<file path="config.mk">
export PLATFORM = sky130hd
export DESIGN_NAME = demux_deserializer_flat
export DESIGN_NICKNAME = d
export VERILOG_FILES = /design/src/rtl/demux_deserializer_pkg.sv /design/src/rtl/demux_deserializer_if.sv /design/src/rtl/demux_deserializer_channel.sv /design/src/rtl/demux_deserializer.sv /design/src/flat_wrapper.sv
export SDC_FILE = /design/constraint.sdc
export NUM_CORES = 1
export LEC_CHECK = 0
export ABC_AREA = 1
export CAP_MARGIN = 10
export CORE_UTILIZATION = 44
export CTS_CLUSTER_SIZE = 12
export DETAILED_ROUTE_END_ITERATION = 7
export HOLD_SLACK_MARGIN = 0.02
export PLACE_DENSITY = 0.73
export SYNTH_ARGS = -nofsm -noshare
export SYNTH_HDL_FRONTEND = slang
export SYNTH_SLANG_ARGS = --single-unit
</file>
<file path="constraint.sdc">
create_clock -name clk -period 1 [get_ports clk]
set_input_delay 0.15 -clock clk [delete_from_list [all_inputs] [get_ports clk]]
set_output_delay 0.15 -clock clk [all_outputs]
set_load 0.1 [all_outputs]
</file>
<file path="src/rtl/demux_deserializer_pkg.sv">
// ----------------------------------------------------------------------------
// demux_deserializer_pkg
// Shared constants for the 2:1 bit-demultiplexing deserializer.
//   WIDTH_DEF : default assembled word width
//   CH_A/CH_B : channel indices (select value that routes a bit to a channel)
//   NUM_CH    : number of demultiplexed channels
// ----------------------------------------------------------------------------
package demux_deserializer_pkg;

    localparam int WIDTH_DEF = 4;
    localparam int WIDTH_MIN = 2;
    localparam int WIDTH_MAX = 16;

    localparam int CH_A   = 0;
    localparam int CH_B   = 1;
    localparam int NUM_CH = 2;

    // Per-channel steering request presented to a channel instance.
    typedef struct packed {
        logic bit_en;   // a qualified bit is routed to this channel this cycle
        logic din;      // the bit itself
        logic ack;      // consumer accepts the held word
    } ch_req_t;

endpackage : demux_deserializer_pkg

</file>
<file path="src/rtl/demux_deserializer_if.sv">
// ----------------------------------------------------------------------------
// demux_deserializer_if
// Bus bundle between the serial link / consumers and the deserializer.
//   din, select, valid : serial bit, channel select (0=A, 1=B), qualifier
//   ack_a, ack_b       : consumer accepts word_a / word_b
//   word_a, word_b     : last completed word per channel
//   valid_a, valid_b   : word register holds an unaccepted word
//   overrun_a/_b       : sticky, a completed word was dropped
// Modports: master = link/consumer side, slave = deserializer side.
// ----------------------------------------------------------------------------
interface demux_deserializer_if #(
    parameter int WIDTH = demux_deserializer_pkg::WIDTH_DEF
);
    logic             din;
    logic             select;
    logic             valid;
    logic             ack_a;
    logic             ack_b;
    logic [WIDTH-1:0] word_a;
    logic [WIDTH-1:0] word_b;
    logic             valid_a;
    logic             valid_b;
    logic             overrun_a;
    logic             overrun_b;

    modport master (
        output din, select, valid, ack_a, ack_b,
        input  word_a, word_b, valid_a, valid_b, overrun_a, overrun_b
    );

    modport slave (
        input  din, select, valid, ack_a, ack_b,
        output word_a, word_b, valid_a, valid_b, overrun_a, overrun_b
    );
endinterface : demux_deserializer_if

</file>
<file path="src/rtl/demux_deserializer_channel.sv">
// ----------------------------------------------------------------------------
// demux_channel
// One deserializer channel: shift register, bit counter, output word register,
// valid flag and sticky overrun flag.
//   clk, reset : clock, asynchronous active-high reset
//   req        : steered bit enable / data bit / consumer ack
//   word       : last completed word (held after ack)
//   word_vld   : word holds an unaccepted word
//   overrun    : sticky, a completed word found word_vld set without ack
// ----------------------------------------------------------------------------
module demux_channel
    import demux_deserializer_pkg::*;
#(
    parameter int WIDTH = WIDTH_DEF
) (
    input  logic             clk,
    input  logic             reset,
    input  ch_req_t          req,
    output logic [WIDTH-1:0] word,
    output logic             word_vld,
    output logic             overrun
);

    localparam int CW = $clog2(WIDTH);
    localparam logic [CW-1:0] CNT_LAST = CW'(WIDTH - 1);

    logic [WIDTH-1:0] sr;
    logic [CW-1:0]    cnt;
    logic [WIDTH-1:0] sr_nxt;
    logic             last_bit;
    logic             can_load;

    // First bit received ends up in the MSB.
    assign sr_nxt   = {sr[WIDTH-2:0], req.din};
    assign last_bit = req.bit_en && (cnt == CNT_LAST);
    // Register is free if empty, or being emptied on this same edge.
    assign can_load = !word_vld || req.ack;

    always_ff @(posedge clk or posedge reset) begin
        if (reset) begin
            sr       <= '0;
            cnt      <= '0;
            word     <= '0;
            word_vld <= 1'b0;
            overrun  <= 1'b0;
        end else begin
            if (req.bit_en) begin
                sr  <= sr_nxt;
                cnt <= last_bit ? '0 : cnt + CW'(1);
            end

            if (last_bit) begin
                if (can_load) begin
                    word     <= sr_nxt;
                    word_vld <= 1'b1;
                end else begin
                    // Word dropped; counter still wraps above so framing holds.
                    overrun  <= 1'b1;
                end
            end else if (req.ack && word_vld) begin
                word_vld <= 1'b0;
            end
        end
    end

endmodule : demux_channel

</file>
<file path="src/rtl/demux_deserializer.sv">
// ----------------------------------------------------------------------------
// demux_deserializer
// Receiving end of a 2:1 bit-multiplexed serial link. Each qualified bit is
// steered by select into one of two independent channel deserializers.
//   clk   : system clock, rising edge
//   reset : asynchronous active-high reset
//   bus   : demux_deserializer_if.slave (din/select/valid, acks, words, flags)
// ----------------------------------------------------------------------------
module demux_deserializer
    import demux_deserializer_pkg::*;
#(
    parameter int WIDTH = WIDTH_DEF
) (
    input  logic                   clk,
    input  logic                   reset,
    demux_deserializer_if.slave    bus
);

    ch_req_t [NUM_CH-1:0]            req;
    logic    [NUM_CH-1:0]            ack;
    logic    [NUM_CH-1:0][WIDTH-1:0] word;
    logic    [NUM_CH-1:0]            word_vld;
    logic    [NUM_CH-1:0]            overrun;

    assign ack[CH_A] = bus.ack_a;
    assign ack[CH_B] = bus.ack_b;

    for (genvar ch = 0; ch < NUM_CH; ch++) begin : g_ch
        assign req[ch].bit_en = bus.valid && (bus.select == 1'(ch));
        assign req[ch].din    = bus.din;
        assign req[ch].ack    = ack[ch];

        demux_channel #(.WIDTH(WIDTH)) u_ch (
            .clk      (clk),
            .reset    (reset),
            .req      (req[ch]),
            .word     (word[ch]),
            .word_vld (word_vld[ch]),
            .overrun  (overrun[ch])
        );
    end

    assign bus.word_a    = word[CH_A];
    assign bus.word_b    = word[CH_B];
    assign bus.valid_a   = word_vld[CH_A];
    assign bus.valid_b   = word_vld[CH_B];
    assign bus.overrun_a = overrun[CH_A];
    assign bus.overrun_b = overrun[CH_B];

endmodule : demux_deserializer

</file>
<file path="src/flat_wrapper.sv">
// flat-port wrapper written by rule: the top's interface ports become plain ports
module demux_deserializer_flat import demux_deserializer_pkg::*;
#(
    parameter int WIDTH = WIDTH_DEF
)
  (clk, reset, bus_din, bus_select, bus_valid, bus_ack_a, bus_ack_b, bus_word_a, bus_word_b, bus_valid_a, bus_valid_b, bus_overrun_a, bus_overrun_b);
  demux_deserializer_if #(.WIDTH(WIDTH)) bus_i ();
  input  logic clk;
  input  logic reset;
  input wire logic [$bits(bus_i.din)-1:0] bus_din;
  input wire logic [$bits(bus_i.select)-1:0] bus_select;
  input wire logic [$bits(bus_i.valid)-1:0] bus_valid;
  input wire logic [$bits(bus_i.ack_a)-1:0] bus_ack_a;
  input wire logic [$bits(bus_i.ack_b)-1:0] bus_ack_b;
  output wire logic [$bits(bus_i.word_a)-1:0] bus_word_a;
  output wire logic [$bits(bus_i.word_b)-1:0] bus_word_b;
  output wire logic [$bits(bus_i.valid_a)-1:0] bus_valid_a;
  output wire logic [$bits(bus_i.valid_b)-1:0] bus_valid_b;
  output wire logic [$bits(bus_i.overrun_a)-1:0] bus_overrun_a;
  output wire logic [$bits(bus_i.overrun_b)-1:0] bus_overrun_b;
  assign bus_i.din = bus_din;
  assign bus_i.select = bus_select;
  assign bus_i.valid = bus_valid;
  assign bus_i.ack_a = bus_ack_a;
  assign bus_i.ack_b = bus_ack_b;
  assign bus_word_a = bus_i.word_a;
  assign bus_word_b = bus_i.word_b;
  assign bus_valid_a = bus_i.valid_a;
  assign bus_valid_b = bus_i.valid_b;
  assign bus_overrun_a = bus_i.overrun_a;
  assign bus_overrun_b = bus_i.overrun_b;
  demux_deserializer #(.WIDTH(WIDTH)) u_core (.clk(clk), .reset(reset), .bus(bus_i));
endmodule
</file>
## Word-level counts from Yosys, hierarchy flattened

Index checks and enable logic that the tools add are counted.

| storage, ports and cells | value |
|---|---|
| flip-flop bits (word level) | 22 |
| output and inout port bits | 12 |
| logic and storage cells | 45 |

| operators by class | value |
|---|---|
| add/subtract/negate cells | 2 |
| equal/unequal tests | 4 |
| mux-type cells | 8 |
| bitwise operators | 3 |
| reductions and logical operators | 18 |

Operators by type and width:

| operator | number |
|---|---|
| $reduce_and 2->1 | 6 |
| $logic_and 1x1->1 | 6 |
| $mux 1 | 6 |
| $add 2x1->2 const B | 2 |
| $eq 2x2->1 const B | 2 |
| $mux 2 | 2 |
| $ne 2x1->1 const B | 2 |
| $reduce_bool 2->1 | 2 |
| $not 1->1 | 3 |
| $logic_not 1->1 | 2 |
| $logic_or 1x1->1 | 2 |

## Depth between registers and ports, before layout

Gate-level depths: netlist of run 1.

| logic depth | value |
|---|---|
| depth after elaboration | 5 |
| depth in mapped cells | 6 |
| gate-level depth less buffers | 6 |

## Hierarchy

Synthesis of run 1 repeated with hierarchy kept, for this count alone.

| unflattened totals | value |
|---|---|
| cell total of the unflattened synthesis | 98 |
| area total of the unflattened synthesis | 923.4 µm² |

Modules (own cells, without submodules):

| module | times used | cells each | area an instance (µm²) | seq. area each (µm²) |
|---|---|---|---|---|
| demux_channel | 2 | 47 | 452.9 | 275.3 |
| demux_deserializer | 1 | 4 | 17.5 | 0.0 |

## Least setup slack after synthesis of run 1

No wires, ideal clock.

| path | value |
|---|---|
| kind | register to register |
| from | register u_core.g_ch[0].u_ch.word_vld |
| to | register u_core.g_ch[0].u_ch.word[0] |
| data arrival time | 1.552 ns |
| data required time | 0.933 ns |
| slack | -0.619 ns |
| cell stages (with the launch flop) | 5 |
| path buffers | 0 |
| clock period less this slack | 1.619 ns |
| cells stage by stage | dfrtp_1 > nand2_1 > nand3_4 > nand2_1 > nand2_1 |

| between the ends | value |
|---|---|
| cells in the longest elaborated chain, start to end | 3 |

Ends and longest elaborated chain:

| element | line | RTL |
|---|---|---|
| start, declared | demux_deserializer_channel.sv:20 | `output logic word_vld,` |
| start signal, assigned | demux_deserializer_channel.sv:44 | `word_vld <= 1'b0;` |
| start signal, assigned | demux_deserializer_channel.sv:55 | `word_vld <= 1'b1;` |
| start signal, assigned | demux_deserializer_channel.sv:61 | `word_vld <= 1'b0;` |
| $logic_not 1->1 | demux_deserializer_channel.sv:37 | `assign can_load = !word_vld \|\| req.ack;` |
| $logic_or 1x1->1 | demux_deserializer_channel.sv:37 |  |
| $reduce_and 2->1 (no source line) | -- |  |
| end signal, assigned | demux_deserializer_channel.sv:54 | `word <= sr_nxt;` |
| end, declared | demux_deserializer_channel.sv:19 | `output logic [WIDTH-1:0] word,` |

Every way passes these cells.
A chain may end at the register's enable or synchronous reset.

## Worst setup path in the final report of run 1

| path | value |
|---|---|
| from | register u_core.g_ch[1].u_ch.word_vld |
| to | output bus_valid_b |

RTL lines:

| element | line | RTL |
|---|---|---|
| start, declared | demux_deserializer_channel.sv:20 |  |
| start signal, assigned | demux_deserializer_channel.sv:44 |  |
| start signal, assigned | demux_deserializer_channel.sv:55 |  |
| start signal, assigned | demux_deserializer_channel.sv:61 |  |
| end, declared | flat_wrapper.sv:18 | `output wire logic [$bits(bus_i.valid_b)-1:0] bus_valid_b;` |

No word-level cell between the ends.

==> results_dict.tcl, run 1 <==
set metrics [dict create \
    leakagePower_nw 0.763 \
    grt_max_degree 23 \
    worst_pin_slew_ns 0.247 \
    slowest_delay_ns 0.52 \
    slowest_stage "dfrtp_4" \
    hpwlAfterDp_mm 1.37 \
    period_share_pct 115 \
    synth_area_um2 942 \
    portBuffers 18 \
    grt_pass1_wl_mm 2.99 \
    ios 19 \
    track_usage_pct 19.2 \
    grt-ovfl-total 0 \
    crit_buf_inv 1 \
    max_slew_margin_pct 83.5 \
    worstPathArrival_ns 1.00 \
    ys_seq_elements 22 \
    rsz0062_at_grt "true" \
    root_buffer "clkbuf_4" \
    core_area_um2 1980 \
    max_freq_mhz 868 \
    violations "negative setup slack" \
    layout_commonest_cell "nand2_1" \
    grt_pass1_vias 730 \
    avgSynthCellArea_um2 9.52 \
    finalPower_mw 4.77 \
    numPlacedInstances 151 \
    layout.cells.non_filler 161 \
    dieWidth_um 48.3 \
    num_vias 787 \
    final_cell_mix "nand2_1, buf_12, buf_4" \
    cp_cell_sequence "buf_12" \
    min_path_type "in -> async" \
    ys_seq_area_share_pct 58.4 \
    diodes 0 \
    ant_nets 0 \
    die-area_um2 2330 \
    die_h_um 48.3 \
    outcome "complete, but fails checks" \
    yosysTopAreaCell "dfrtp_1" \
    cp-end-kind "output port" \
    cp_top_family "flip-flops" \
    syn_inst 99 \
    clk_pin_slew_worst_paths_ns 0.13 \
    drcViolationCount 0 \
    wl_mm 2.01 \
    viasPerCell 4.89 \
    clock_latency_ns 0.32 \
    htree_levels 1 \
    cts_max_path_buffers 2 \
    peakVddDrop_mv 1.69 \
    fin_worst_skew_ns 0.00709 \
    cts_buffers 3 \
    firstDrtPassIters 4 \
    cap_violations 0 \
    layout-drive-gt1-share_pct 44.8 \
    area_growth_pct 61.4 \
    setup_slack_ns -0.152 \
    worst_setup_path_start_kind "flop" \
    crit_type "reg -> out" \
    fp-row-count 16 \
    clkSinkCount 22 \
    start_util_pct 47.5 \
    place_congestion 0.762 \
    hold_violations 0 \
    post_drt_wl_per_cell_um 12.5 \
    netlist_top_cells_area "dfrtp_1, nand2_1, nand3_1, inv_1, ha_1" \
    netlist.area_leader.share_pct 58.4 \
    ys.warnings.count 0 \
    period_needed_ns 1.15 \
    cts_tree "done" \
    crit_required_ns 0.85 \
    nets 144 \
    synth.distinct_cells 17 \
    drv_slew 0 \
    cp_max_fo 2 \
    setup_viol 20 \
    p_per_area_nw_per_um2 3140 \
    antenna_found_initial 0 \
    syn_nets 108 \
    drt-initial-drc-count 15 \
]
==> cells in the mapped netlist <==
| library cell | instances |
|---|---|
| nand2_2 | 2 |
| nand2_4 | 1 |
| inv_1 | 9 |
| a21oi_1 | 2 |
| o21ai_0 | 1 |
| nor2_2 | 1 |
| ha_1 | 2 |
| nand4_1 | 4 |
| o21ai_1 | 1 |
| nand3_4 | 1 |
| nor2_1 | 4 |
| o21bai_2 | 1 |
| buf_6 | 1 |
| nand3_1 | 8 |
| nor2_8 | 1 |
| dfrtp_1 | 22 |
| nand2_1 | 38 |
==> final timing paths <==
check	from	to	slack (ns)	depth (start not counted)
worst max-delay path	u_core.g_ch[1].u_ch.word_vld	bus_valid_b	-0.15	1
worst min-delay path	reset	u_core.g_ch[1].u_ch.word[0]	0.15	3
worst max register to register	u_core.g_ch[0].u_ch.word_vld	u_core.g_ch[0].u_ch.word[3]	-0.08	5
worst min register to register	u_core.g_ch[1].u_ch.sr[2]	u_core.g_ch[1].u_ch.sr[2]	0.49	2
max in group asynchronous	reset	u_core.g_ch[1].u_ch.word[3]	0.69	3
min in group clk	bus_select	u_core.g_ch[1].u_ch.cnt[1]	0.22	3
==> final cells by class <==
cell class / count / area, um2
inverter: 9 / 36.3
clock buffer: 3 / 22.5
tap: 27 / 33.8
clock inverter: 1 / 30.0
multi-input combinational: 67 / 408
sequential: 22 / 571
fill: 119 / 462
timing repair buffer: 32 / 419
==> metrics by stage <==
| step | cell area (um2) | hold WS [ns] | utilization [%] | setup TNS (ns) | worst slack (ns) |
|---|---|---|---|---|---|
| detailed placement | 1370 | 0.459 | 69.3 | -6.61 | -0.394 |
| global placement | 1370 | 0.458 | 69.3 | -5.60 | -0.333 |
| global route | 1520 | 0.148 | 76.7 | -2.45 | -0.190 |
| CTS | 1470 | 0.159 | 74.1 | -1.42 | -0.151 |
| finish | 1520 | 0.153 | 76.7 | -1.49 | -0.152 |
| floorplan | 977 | 0.139 | - | -0.326 | -0.0575 |
==> cell families (layout without fill, tap and decap cells) <==
| kind of cell | Yosys count | in the layout | synth area share [%] |
|---|---|---|---|
| DFF | 22 | 22 | 58.4 |
| buffers and inverters | 10 | 45 | 4.78 |
| and+or+nand+nor | 60 | 60 | 30.8 |
| AOI/OAI and AO/OA | 5 | 5 | 3.32 |
| adders and majority gates | 2 | 2 | 2.66 |
==> where the power goes <==
part / internal (mW) / switching (mW)
clock: 0.406 / 0.280
sequential: 1.18 / 0.248
combinational: 0.999 / 1.65
==> registers in the layout (all words and copies together) (netlist names) <==
name                       count
u_core.g_ch.u_ch.word_vld      2
u_core.g_ch.u_ch.sr            6
u_core.g_ch.u_ch.overrun       2
u_core.g_ch.u_ch.cnt           4
u_core.g_ch.u_ch.word          8
==> layer usage <==
layer  vias up  part of all wire [%]  wire length (um)  global-route usage [%]
met2        27                    56              1130                    33.1
met4         0                   1.2                24                    8.89
li1        386                     -                 -                       -
met5         -                     0                 0                       0
met1       372                    38               767                    22.8
met3         2                   4.5                90                    4.44
==> what timing repair did <==
| action | 4_1_cts | 5_1_grt |
|---|---|---|
| buffers inserted | 5 | 1 |
| endpoints found under the hold margin | 0 | 0 |
| hold buffers | 0 | 0 |
| endpoints found under the setup margin | 26 | 26 |
| gates resized for setup | 5 | 10 |
| pin swaps | 0 | 5 |
Note: power is estimated with default switching activity, not from simulation.
==> inputs of run 2 (changes only) <==
--- a/config.mk
+++ b/config.mk
@@ -7,6 +7,7 @@
 export LEC_CHECK = 0
 export ABC_AREA = 1
 export CAP_MARGIN = 10
+export CORE_ASPECT_RATIO = 1.4
 export CORE_UTILIZATION = 44
 export CTS_CLUSTER_SIZE = 12
 export DETAILED_ROUTE_END_ITERATION = 7
==> run 2 against run 1 <==
The run still ends with negative setup slack left. Register-to-register slack hardly changed. First-iteration DRC count is 27% lower. Power fell by 6.1%. Critical path depth unchanged. Setup slack gained 0.013 ns. Clock skew decreased by 0.0057 ns. Design area fell by 1.2%. Count of clock-buffer cells in the layout is the same. Hold slack improved by 0.016 ns. Wire length decreased by 5.1%. Non-clock buffer count grew 1. Flip-flop and latch count is the same. Critical endpoint is now bus_valid_a. Highest routed layer unchanged.
==> results_dict.tcl, run 2 (synthesis gave the netlist of run 1 again) <==
set metrics [dict create \
    crit_buf_inv 1 \
    leakagePower_nw 0.768 \
    peakVddDrop_mv 1.58 \
    largest_register_ff_count 8 \
    grt_use_met2_pct 29.9 \
    pre_cts_ws_ns -0.394 \
    setup_viol 19 \
    regArea_um2 571 \
    rsz0062_at_grt "true" \
    dieWidth_um 41.1 \
    place_congestion 0.796 \
    ios 19 \
    crit_type "reg -> out" \
    clock_latency_ns 0.29 \
    num_vias 767 \
    area_growth_pct 59.4 \
    firstDrtPassIters 4 \
    finalPower_mw 4.48 \
    outcome "complete, but fails checks" \
    crit_start "u_core.g_ch[0].u_ch.word_vld" \
    reg2reg_slack_ns -0.09 \
    layout.cells.non_filler 155 \
    ant_nets 0 \
    grt_pass1_wl_mm 3.03 \
    regToRegEndpoint "u_core.g_ch[1].u_ch.word[2]" \
    cp_max_fo 2 \
    cts_max_path_buffers 2 \
    max_slew_margin_pct 83.2 \
    grt-ovfl-total 0 \
    clkPwrFrac_pct 8.5 \
    grtUsageMet1_pct 23.3 \
    grt_max_degree 23 \
    hpwlAfterDp_mm 1.25 \
    hold_violations 0 \
    cp-end-kind "output port" \
    cp.depth 1 \
    clk_pin_slew_worst_paths_ns 0.11 \
    p_int_mw 2.34 \
    r2r-start "u_core.g_ch[1].u_ch.cnt[0]" \
    r2r_cells 6 \
    crit_required_ns 0.85 \
    antenna_found_initial 0 \
    nets 145 \
    track_usage_pct 18.5 \
    layout_commonest_cell "nand2_1" \
    drt-initial-drc-count 11 \
    drcViolationCount 0 \
    die_h_um 56.8 \
    final_cell_mix "nand2_1, buf_12, buf_4" \
    nFillCells 137 \
    root_buffer "clkbuf_4" \
    finalSetupTns_ns -1.28 \
    grt.busiest_layer "met2" \
    setup_slack_ns -0.139 \
    endpoint "bus_valid_a" \
    cap_violations 0 \
    seq_power_share_pct 32.3 \
    portBuffers 18 \
    viasPerCell 4.95 \
    timing.hold.ws_ns 0.169 \
    gr-usage-met3_pct 3.56 \
    layout-drive-gt1-share_pct 46.3 \
    cts_tree "done" \
    largest_register "u_core.g_ch.u_ch.word" \
    cts_hold_buf 0 \
    start_util_pct 47.2 \
    fin_worst_skew_ns 0.00143 \
    fin_util_pct 75.2 \
    p_comb_share_pct 59.2 \
    max_freq_mhz 878 \
    worst_setup_path_start_kind "flop" \
    min_path_type "in -> async" \
    worst_pin_slew_ns 0.251 \
    die-area_um2 2330 \
    wl_mm 1.91 \
    worstPathArrival_ns 0.99 \
    cts_buffers 3 \
    post_dp_cell_area_um2 1350 \
    violations "negative setup slack" \
    core_area_um2 2000 \
    slowest_stage "dfrtp_4" \
    reg_top3 "u_core.g_ch.u_ch.word (8), u_core.g_ch.u_ch.sr (6), u_core.g_ch.u_ch.cnt (4)" \
    numPlacedInstances 143 \
    cp_cell_sequence "buf_12" \
    period_share_pct 114 \
    cp_top_family "flip-flops" \
    slowest_delay_ns 0.52 \
    p_per_area_nw_per_um2 2980 \
    fp-row-count 19 \
    diodes 0 \
    drv_slew 0 \
    switching_share_pct 47.9 \
    period_needed_ns 1.14 \
    final_area_um2 1500 \
    grt_pass1_vias 733 \
    clkSinkCount 22 \
    multi_input_area_um2 412 \
    power.switching_mw 2.15 \
    post_drt_wl_per_cell_um 12.3 \
    htree_levels 1 \
]
run 2: cell count changes in the layout (fill, tap and decap cells not counted), sizes merged:
| cell | previous run | this run |
|---|---|---|
| bufinv | 1 | 0 |
| buf | 26 | 27 |
run 2: power groups by stage:
stage,Clock [mW],Sequential [mW],Combinational [mW]
detailed placement,0,1.45,2.41
finish,0.381,1.45,2.65
floorplan,0,2.51,0.407
CTS,0.392,1.43,2.45
global route,0.430,1.47,2.78
global placement,0,1.43,2.38
run 2: final cells by class:
type	instances	share of cell area, %
Clock buffer	3	1.50
Inverter	9	2.42
Multi-Input combinational cell	67	27.4
Sequential cell	22	38.0
Tap cell	21	1.75
Timing Repair Buffer	33	28.9
run 2: worst min-delay path by stage:
stage | endpoint | cells after the start | start
finish | u_core.g_ch[0].u_ch.overrun | 3 | reset
global route | u_core.g_ch[0].u_ch.cnt[0] | 3 | reset
CTS | u_core.g_ch[1].u_ch.sr[0] | 3 | reset
detailed placement | u_core.g_ch[1].u_ch.sr[2] | 2 | u_core.g_ch[1].u_ch.sr[2]
global placement | u_core.g_ch[1].u_ch.cnt[1] | 2 | u_core.g_ch[1].u_ch.cnt[1]
floorplan | u_core.g_ch[0].u_ch.cnt[0] | 1 | reset
run 2: what timing repair did:
item | in CTS | in global routing
setup endpoints to repair | 25 | 27
buffers inserted | 2 | 7
resized for setup | 7 | 12
pin swaps | 2 | 4
run 2: layer usage:
layer  part of all wire, %  up-vias
met3                   2.5        2
li1                      -      386
met1                    41      365
met2                    55       14
met5                     0        -
met4                   1.0        0
